===== src/rtl/pong_game_ctrl_pkg.sv =====
// Shared Pong definitions: game-state encoding (also read by the text overlay),
// countdown timer full scale and a BCD digit helper.
package pong_game_ctrl_pkg;

    typedef enum logic [1:0] {
        NEWGAME = 2'd0,
        PLAY    = 2'd1,
        NEWBALL = 2'd2,
        OVER    = 2'd3
    } game_state_t;

    localparam logic [6:0] TIMER_FULL = 7'd127;

    // Out-of-range codes wrap to 0 so a digit can never leave 0..9.
    function automatic logic [3:0] bcd_next(input logic [3:0] d);
        return (d >= 4'd9) ? 4'd0 : (d + 4'd1);
    endfunction

endpackage


===== src/rtl/pong_bcd_score.sv =====
// Two-digit BCD score counter: 99 wraps to 00, clear wins over increment.
module pong_bcd_score
    import pong_game_ctrl_pkg::*;
(
    input  logic       clk,
    input  logic       reset,
    input  logic       clr,
    input  logic       inc,
    output logic [3:0] dig1,
    output logic [3:0] dig0
);

    logic [3:0] dig1_r;
    logic [3:0] dig0_r;
    logic [3:0] dig1_next_s;
    logic [3:0] dig0_next_s;

    // Next-digit computation with carry from units into tens.
    always_comb begin
        dig1_next_s = dig1_r;
        dig0_next_s = dig0_r;
        if (clr) begin
            dig1_next_s = 4'd0;
            dig0_next_s = 4'd0;
        end else if (inc) begin
            dig0_next_s = bcd_next(dig0_r);
            if (dig0_r >= 4'd9) begin
                dig1_next_s = bcd_next(dig1_r);
            end else begin
                dig1_next_s = dig1_r;
            end
        end else begin
            dig1_next_s = dig1_r;
            dig0_next_s = dig0_r;
        end
    end

    // Digit registers.
    always_ff @(posedge clk or posedge reset) begin
        if (reset) begin
            dig1_r <= 4'd0;
            dig0_r <= 4'd0;
        end else begin
            dig1_r <= dig1_next_s;
            dig0_r <= dig0_next_s;
        end
    end

    assign dig1 = dig1_r;
    assign dig0 = dig0_r;

endmodule


===== src/rtl/pong_game_ctrl.sv =====
// Pong game-flow controller: new game, play, ball relaunch and game over,
// plus score and remaining-ball bookkeeping for the text overlay.
module pong_game_ctrl
    import pong_game_ctrl_pkg::*;
#(
    parameter int NUM_BALLS = 3
) (
    input  logic       clk,
    input  logic       reset,
    input  logic [1:0] btn,
    input  logic       hit,
    input  logic       miss,
    input  logic       timer_up,
    output logic       timer_start,
    output logic       graph_still,
    output logic [1:0] game_state,
    output logic [3:0] dig1,
    output logic [3:0] dig0,
    output logic [1:0] balls_left
);

    localparam logic [1:0] BALLS_FULL = 2'(NUM_BALLS);

    game_state_t state_r;
    game_state_t state_next_s;
    logic [1:0]  balls_r;
    logic [1:0]  balls_next_s;
    logic        graph_still_r;
    logic        timer_start_s;
    logic        score_clr_s;
    logic        score_inc_s;
    logic        btn_any_s;

    assign btn_any_s = (btn != 2'b00);

    // Next-state, ball bookkeeping and timer strobe; hit/miss only matter in PLAY.
    always_comb begin
        state_next_s  = state_r;
        balls_next_s  = balls_r;
        timer_start_s = 1'b0;
        score_clr_s   = 1'b0;
        score_inc_s   = 1'b0;
        case (state_r)
            NEWGAME: begin
                balls_next_s = BALLS_FULL;
                if (btn_any_s) begin
                    state_next_s = PLAY;
                    score_clr_s  = 1'b1;
                    balls_next_s = BALLS_FULL - 2'd1;
                end else begin
                    state_next_s = NEWGAME;
                end
            end
            PLAY: begin
                score_inc_s = hit;
                if (miss) begin
                    timer_start_s = 1'b1;
                    if (balls_r == 2'd0) begin
                        state_next_s = OVER;
                    end else begin
                        state_next_s = NEWBALL;
                        balls_next_s = balls_r - 2'd1;
                    end
                end else begin
                    state_next_s = PLAY;
                end
            end
            NEWBALL: begin
                if (timer_up && btn_any_s) begin
                    state_next_s = PLAY;
                end else begin
                    state_next_s = NEWBALL;
                end
            end
            OVER: begin
                if (timer_up) begin
                    state_next_s = NEWGAME;
                end else begin
                    state_next_s = OVER;
                end
            end
            default: begin
                state_next_s = NEWGAME;
                balls_next_s = BALLS_FULL;
            end
        endcase
    end

    // State, ball count and the registered freeze flag (low only while in PLAY).
    always_ff @(posedge clk or posedge reset) begin
        if (reset) begin
            state_r       <= NEWGAME;
            balls_r       <= BALLS_FULL;
            graph_still_r <= 1'b1;
        end else begin
            state_r       <= state_next_s;
            balls_r       <= balls_next_s;
            graph_still_r <= (state_next_s != PLAY);
        end
    end

    pong_bcd_score u_score (
        .clk   (clk),
        .reset (reset),
        .clr   (score_clr_s),
        .inc   (score_inc_s),
        .dig1  (dig1),
        .dig0  (dig0)
    );

    assign timer_start = timer_start_s;
    assign graph_still = graph_still_r;
    assign game_state  = state_r;
    assign balls_left  = balls_r;

endmodule

===== config.mk =====
export PLATFORM = sky130hd
export DESIGN_NAME = pong_game_ctrl
export DESIGN_NICKNAME = d
export VERILOG_FILES = /design/src/rtl/pong_game_ctrl_pkg.sv /design/src/rtl/pong_bcd_score.sv /design/src/rtl/pong_game_ctrl.sv
export SDC_FILE = /design/constraint.sdc
export NUM_CORES = 1
export LEC_CHECK = 0
export CAP_MARGIN = 20
export CELL_PAD_IN_SITES_DETAIL_PLACEMENT = 0
export CELL_PAD_IN_SITES_GLOBAL_PLACEMENT = 1
export CORE_MARGIN = 2
export CORE_UTILIZATION = 49
export DETAILED_ROUTE_END_ITERATION = 12
export DONT_BUFFER_PORTS = 1
export PLACE_DENSITY = 0.9
export SYNTH_ARGS = -nofsm -noshare
export SYNTH_HDL_FRONTEND = slang
export SYNTH_HIERARCHICAL = 1
export SYNTH_SLANG_ARGS = --single-unit

===== constraint.sdc =====
create_clock -name clk -period 3.2 [get_ports clk]
set_clock_uncertainty 0.1 [all_clocks]
set_input_delay 0.32 -clock clk [delete_from_list [all_inputs] [get_ports clk]]
set_output_delay 0.32 -clock clk [all_outputs]
set_load 0.02 [all_outputs]

Word-level counts from Yosys, hierarchy flattened --
Cells that the tools add are included.
Word-level totals: bits in registers 13, input bits 7, output and inout bits 14, logic and storage cells 47
Cells by class: add/subtract/negate cells 3, $lt $le $gt $ge 2, equal/unequal tests 6, muxes and demuxes 22, reduce and logical (&&, ||, !) cells 9
Operator list (count):
- $mux 4 | 7
- $mux 2 | 5
- $add 4x1->4 const B | 2
- $ge 4x4->1 const B | 2
- $mux 1 | 8
- $pmux 2 s4 | 1
- $reduce_bool 2->1 | 4
- $eq 2x2->1 const B | 2
- $logic_not 2->1 | 2
- $ne 2x2->1 const B | 2
- $pmux 2 s2 | 1
- $reduce_and 3->1 | 1
- $eq 2x1->1 const B | 1
- $ne 2x1->1 const B | 1
- $reduce_and 2->1 | 1
- $sub 2x1->2 const B | 1
- $logic_and 1x1->1 | 1

Longest topological paths before layout --
Gate-level depths: netlist (run 1).
word-level depth 5, depth in mapped cells 6, depth with buffers taken out 5

Hierarchy --
Netlist (run 1), hierarchy kept.
Modules (own cells, without submodules):
- pong_bcd_score | instances 1, cells an instance 52, area an instance 544.3 um2, seq. area each 200.2 um2
- pong_game_ctrl | instances 1, cells an instance 32, area an instance 306.5 um2, seq. area each 128.9 um2

Worst setup path after synthesis (run 1) --
No wires, ideal clock.
path kind register -> register, from register state_r[0] (netlist: game_state[0]), to register u_score.dig1_r[2] (netlist: u_score/dig1[2]), arrival time 1.696 ns, path slack 1.284 ns, stages on the path, launching flop included 7, period minus slack after synthesis 1.916 ns, path through dfrtp_1 > buf_6 > nor2b_1 > and2_1 > nand2_1 > o311a_2 > a31o_1
On the way: word-level cells in the longest chain between the ends 4
Ends and longest elaborated chain:
- start: declaration | line pong_game_ctrl.sv:24 | game_state_t state_r;
- start signal: assignment | line pong_game_ctrl.sv:96 | state_r <= state_next_s;
- $eq 2x1->1 | line pong_game_ctrl.sv:43 | case (state_r)
- $mux 1 | line pong_game_ctrl.sv:43
- named net score_inc_s | line pong_game_ctrl.sv:31 | logic score_inc_s;
- $reduce_bool 2->1 (no line)
- $reduce_and 2->1 (no line)
- end signal: assignment | line pong_bcd_score.sv:44 | dig1_r <= dig1_next_s;
- end: declaration | line pong_bcd_score.sv:13 | logic [3:0] dig1_r;
The timed path passes the listed nets, and every way through them passes these cells. A chain may end at the register's enable or synchronous reset.

Worst setup path after layout (run 1) --
Same ends and word-level chain as after synthesis.

==> impl_metrics.json, run 1 <==
{
  "grtUsageTotal": 0.180,
  "synth_edf_count": 0,
  "async_flop_share": 1.00,
  "synth_top_area_share": 0.294,
  "drtIter0Drc": 9,
  "setup-tns-final_ns": 0,
  "cts_buffers": 3,
  "grtUsageMet2": 0.296,
  "finalPower_w": 0.000839,
  "synth_ff_type": "dfrtp_1",
  "die_w_um": 45.7,
  "yosysSeqAreaShare": 0.387,
  "max_cap_viol_count": 0,
  "final_hold_viol_count": 0,
  "fin_nets": 102,
  "cts-root-buf": "clkbuf_4",
  "grt_pass1_wl_um": 2640,
  "max_slew_margin": 0.673,
  "drcViolationCount": 0,
  "placedCellCount": 99,
  "synthMuxAreaShare": 0.0132,
  "post-cts-setup-buffer-count": 0,
  "drt-pass1-iter-count": 4,
  "num_vias": 625,
  "fill_cells": 152,
  "min_path_type": "input pin to register",
  "cp_max_fo": 11,
  "worstSetupPathType": "register to register",
  "ys_top_cells_by_count": "inv_1, dfrtp_1, ha_1",
  "ant_nets": 0,
  "outcome": "finished, final reports clean",
  "place_hpwl_um": 1220,
  "antenna_found_initial": 0,
  "placed_cell_area_um2": 860,
  "rows": 15,
  "core_um2": 1670,
  "io_buffers": 0,
  "setup_violations": 0,
  "drive_gt1_frac": 0.161,
  "drt-total-wl_um": 1580,
  "post_layout_nonfiller_instances": 104,
  "fin_area_um2": 896,
  "synth_area_leaders": "dfrtp_1, ha_1, dfstp_2",
  "cts_tree": "yes",
  "wl_per_cell_um": 15.2,
  "synth-xor-area-share": 0.0103,
  "via_per_inst": 6.01,
  "busiest_layer": "met2",
  "synth.distinct_cells": 39,
  "ys_warn_count": 6,
  "synth_most_common_cell": "inv_1",
  "start_util": 0.509,
  "grtUsageMet1": 0.208,
  "period_share": 0.669,
  "max-vdd-ir-drop_uv": 457,
  "grt_pass1_vias": 603,
  "synthCells": 84,
  "clockBufferDepth": 2,
  "p_leak_nw": 0.381,
  "syn_area_per_cell_um2": 10.1,
  "rsz0062_at_grt": "no",
  "synth_top_area_cell": "dfrtp_1",
  "dieArea_um2": 2090,
  "synth-simple-area-share": 0.193,
  "grt_overflow": 0,
  "synthToLayoutAreaGrowth_pct": 5.29,
  "critPathArrivalTime_ns": 2.21,
  "synth_top_family_by_area": "compound AO/OA/AOI/OAI gates",
  "min_period_ns": 2.14,
  "dieHeight_um": 45.7,
  "gp_congestion": 0.837,
  "grt_max_degree": 12,
  "pwr_density_cell_nw_per_um2": 937,
  "cts_sinks": 13,
  "clk_pin_slew_worst_paths_ns": 0.08,
  "worstMarginPinSlew_ns": 0.490,
  "cp-start-kind": "register",
  "crit_required_ns": 3.27,
  "drv_slew": 0,
  "syn_nets": 98,
  "ys_seq_elements": 13,
  "io_pins": 21,
  "synth_area_um2": 851,
  "cp-end-kind": "register",
  "cts.htree.levels": 1,
  "antenna_cells": 0,
  "utilization": 0.536,
  "clk_latency_ns": 0.28,
  "synth_adder_area_share": 0.103,
  "synth_compound_area_frac": 0.222,
  "grt_util_met3": 0.0675,
  "max_freq_mhz": 467
}
==> cell families after synthesis <==
group           count (synthesis)
compound gates                 23
xor+xnor                        1
fa+ha+maj                       7
buf+inv                        14
flops                          13
mux                             1
simple gates                   25
==> critical path, stage by stage (launching register included) <==
cell     delay [ns]
dfrtp_1        0.65
nor2b_1        0.25
and2_1         0.30
nand2_1        0.15
o311a_2        0.40
a31o_1         0.18
==> worst paths after layout <==
kind                                     from               to  slack [ns]  cells after the start
worst max-delay path            game_state[0]  u_score/dig1[2]        1.06                      5
worst min-delay path                 timer_up      graph_still        0.03                      1
worst max register to register  game_state[0]  u_score/dig1[2]        1.06                      5
worst min register to register  balls_left[1]    balls_left[1]        0.48                      2
max in group asynchronous               reset  u_score/dig1[2]        2.41                      2
min in group asynchronous               reset    game_state[0]        0.30                      2
==> flip-flops by register name, indices dropped and copies added (netlist names) <==
signal / count
u_score/dig0: 4
u_score/dig1: 4
balls_left: 2
game_state: 2
graph_still: 1
==> final cells by class <==
type / count / area (um^2) / area share
well taps: 17 / 21.3 / 0.0237
inverters: 11 / 41.3 / 0.0461
clock buffers: 4 / 26.3 / 0.0293
multi-input cells: 57 / 460 / 0.514
flip-flops and latches: 13 / 329 / 0.367
repair buffers: 2 / 17.5 / 0.0196
==> where the power goes <==
group	leakage, nW	switching, W	internal, W
combinational	0.211	0.000164	0.000159
clock	0.0150	0.0000539	0.0000484
sequential	0.155	0.000175	0.000238
total	0.381	0.000393	0.000446
==> layout by cell type (no fill, tap or decap), types with 2 or more instances in the layout <==
cell / synthesis / final
nor3_1: 3 / 3
a21oi_1: 4 / 4
dfstp_2: 3 / 3
a31oi_1: 3 / 3
nand4bb_1: 2 / 2
a22oi_1: 2 / 2
dfrtp_1: 10 / 10
nor2_1: 4 / 4
nor2b_1: 4 / 4
ha_1: 7 / 7
and2_1: 2 / 2
clkbuf_4: 0 / 3
inv_1: 11 / 11
a22o_1: 2 / 2
o21ai_0: 2 / 2
==> stage by stage <==
step | worst slack (ns) | hold WS, ns
3_3_place_gp | 1.14 | 0.00884
5_1_grt | 0.950 | 0.0196
4_1_cts | 1.05 | 0.0221
2_1_floorplan | 1.28 | -0.00366
3_5_place_dp | 1.08 | 0.0207
6_report | 1.06 | 0.0281
==> layer usage <==
layer | vias to the layer above | part of all wire | routed length (um)
met2 | 14 | 0.49 | 777
met1 | 296 | 0.45 | 716
li1 | 313 | - | -
met3 | 2 | 0.051 | 80
met4 | 0 | 0.0051 | 8
met5 | - | 0 | 0
==> repair_timing <==
item	CTS	global route
hold buffers	1	0
hold endpoints to repair	13	0
gates resized for setup	0	0
Power figures use the tool's default switching activity.
==> inputs of run 2 (changes only) <==
--- a/config.mk
+++ b/config.mk
@@ -9,10 +9,10 @@
 export CELL_PAD_IN_SITES_DETAIL_PLACEMENT = 0
 export CELL_PAD_IN_SITES_GLOBAL_PLACEMENT = 1
 export CORE_MARGIN = 2
-export CORE_UTILIZATION = 49
+export CORE_UTILIZATION = 41
 export DETAILED_ROUTE_END_ITERATION = 12
 export DONT_BUFFER_PORTS = 1
-export PLACE_DENSITY = 0.9
+export PLACE_DENSITY = 0.82
 export SYNTH_ARGS = -nofsm -noshare
 export SYNTH_HDL_FRONTEND = slang
 export SYNTH_HIERARCHICAL = 1
==> constraint.sdc (replaced) <==
create_clock -name clk -period 1.75 [get_ports clk]
set_clock_uncertainty 0.1 [all_clocks]
set_input_delay 0.175 -clock clk [delete_from_list [all_inputs] [get_ports clk]]
set_output_delay 0.175 -clock clk [all_outputs]
set_load 0.02 [all_outputs]
==> run 2 against run 1 <==
Effect of this change: highest routed layer unchanged; count of clock-buffer cells in the layout unchanged; non-clock buffer count increased by 17; routed wire length increased by 16%; sequential power increased by 41%; critical endpoint is now u_score/dig1[3]; clock power increased by 88%; the flow now finishes with violations (negative setup slack); die area increased by 18%; total power increased by 110%; worst setup slack got worse by 1.1 ns; final cell count increased by 26%; register-to-register slack got worse by 1.1 ns.
==> impl_metrics.json, run 2 (synthesis results as in run 1) <==
{
  "slowest_delay_ns": 0.43,
  "grt_pass1_vias": 706,
  "preCtsSetupSlack_ns": 0.00354,
  "worstSetupPathType": "register to register",
  "grt_pass1_wl_um": 3130,
  "cp-end-kind": "register",
  "drive_gt1_frac": 0.365,
  "cts-root-buf": "clkbuf_4",
  "crit_path_end": "u_score/dig1[3]",
  "drcViolationCount": 0,
  "final_hold_viol_count": 0,
  "cp_cell_sequence": "inv_2 > ha_1 > or3b_4 > a2111oi_4 > a311o_1",
  "antenna_found_initial": 0,
  "busiest_layer": "met2",
  "r2r-start": "u_score/dig1[0]",
  "rsz0062_at_grt": "yes",
  "min_from": "miss",
  "r2r_cells": 5,
  "setup_violations": 1,
  "die_w_um": 49.6,
  "whs_ns": 0.0217,
  "crit_required_ns": 1.87,
  "antenna_cells": 0,
  "grtUsageMet2": 0.276,
  "grt_util_met3": 0.0303,
  "place_hpwl_um": 1400,
  "max_freq_mhz": 568,
  "whs_path_depth": 3,
  "io_buffers": 0,
  "post_layout_nonfiller_instances": 131,
  "drt-total-wl_um": 1830,
  "r2r_end": "u_score/dig1[3]",
  "core_um2": 1960,
  "critPathArrivalTime_ns": 1.88,
  "wl_per_cell_um": 14.0,
  "grt_overflow": 0,
  "finalPower_w": 0.00178,
  "mostFrequentLayoutCell": "buf_4",
  "cp_num_cells": 5,
  "fill_cells": 197,
  "synthToLayoutAreaGrowth_pct": 25.6,
  "clockBufferDepth": 2,
  "via_per_inst": 5.53,
  "fin_nets": 119,
  "fin_area_um2": 1070,
  "grt_max_degree": 10,
  "cts.htree.levels": 1,
  "cts_buffers": 3,
  "dieArea_um2": 2460,
  "clk_pin_slew_worst_paths_ns": 0.09,
  "outcome": "complete, but fails checks",
  "layout_common_cells": "buf_4, inv_1, dfrtp_1",
  "cp_max_fo": 4,
  "ant_nets": 0,
  "drv_slew": 0,
  "drt-pass1-iter-count": 4,
  "start_util": 0.434,
  "placed_cell_area_um2": 967,
  "crit_buf_inv": 1,
  "num_vias": 725,
  "p_leak_nw": 0.467,
  "dieHeight_um": 49.6,
  "grtUsageTotal": 0.164,
  "cts_tree": "yes",
  "failed_checks": "negative setup slack",
  "pwr_density_cell_nw_per_um2": 1660,
  "placedCellCount": 120,
  "period_share": 1.01,
  "finalWorstSetupSlack_ns": -0.00945,
  "max_cap_viol_count": 0,
  "clk_latency_ns": 0.28,
  "reg2reg_slack_ns": -0.009,
  "cts_sinks": 13,
  "cp-start-kind": "register",
  "io_pins": 21,
  "min_path_type": "input pin to register",
  "timing.critical_path.from": "u_score/dig1[0]",
  "slowest_stage": "dfrtp_2",
  "max_slew_margin": 0.777,
  "grtUsageMet1": 0.206,
  "worstMarginPinSlew_ns": 0.334,
  "drtIter0Drc": 17,
  "max-vdd-ir-drop_uv": 757,
  "crit_family": "compound AO/OA/AOI/OAI gates",
  "rows": 16,
  "min_period_ns": 1.76,
  "gp_congestion": 0.738
}
run 2: routing by layer:
layer	vias up	wire, um
met4	0	33
met2	21	923
li1	347	-
met5	-	0
met1	353	797
met3	4	78
run 2: how the worst min path moves through the flow:
stage	endpoint
floorplan	game_state[1]
global placement	game_state[1]
detailed placement	game_state[1]
CTS	balls_left[1]
global route	balls_left[1]
finish	balls_left[1]
run 2: per-stage QoR:
stage	util	setup TNS (ns)
final	0.545	-0.00945
after global routing	0.545	-0.372
after CTS	0.531	-0.0169
after detailed placement	0.493	0
after global placement	0.493	0
after floorplan	-	-0.107
run 2: area by class of cell:
class,instances,area (um^2),share of cell area
clock buffers,4,26.3,0.0246
inverters,11,41.3,0.0386
multi-input cells,57,482,0.451
flip-flops and latches,13,333,0.311
well taps,27,33.8,0.0316
repair buffers,19,153,0.143
run 2: tightest hold or removal path, delay by kind of cell:
| family | cells | cell delay [ns] |
|---|---|---|
| AOI/OAI and AO/OA | 2 | 0.15 |
| and+or+nand+nor | 1 | 0.07 |
run 2: repair_timing:
item	4_1_cts	5_1_grt
endpoints found under the hold margin	16	0
pin swaps	0	1
hold buffers	4	0
setup buffers	1	2
gates resized for setup	0	3
endpoints found under the setup margin	2	7
run 2: report_power, final:
part	internal [W]	switching, W	leakage, nW
clock	0.0000884	0.000104	0.0150
sequential	0.000442	0.000139	0.151
combinational	0.000466	0.000537	0.301
total	0.000996	0.000780	0.467
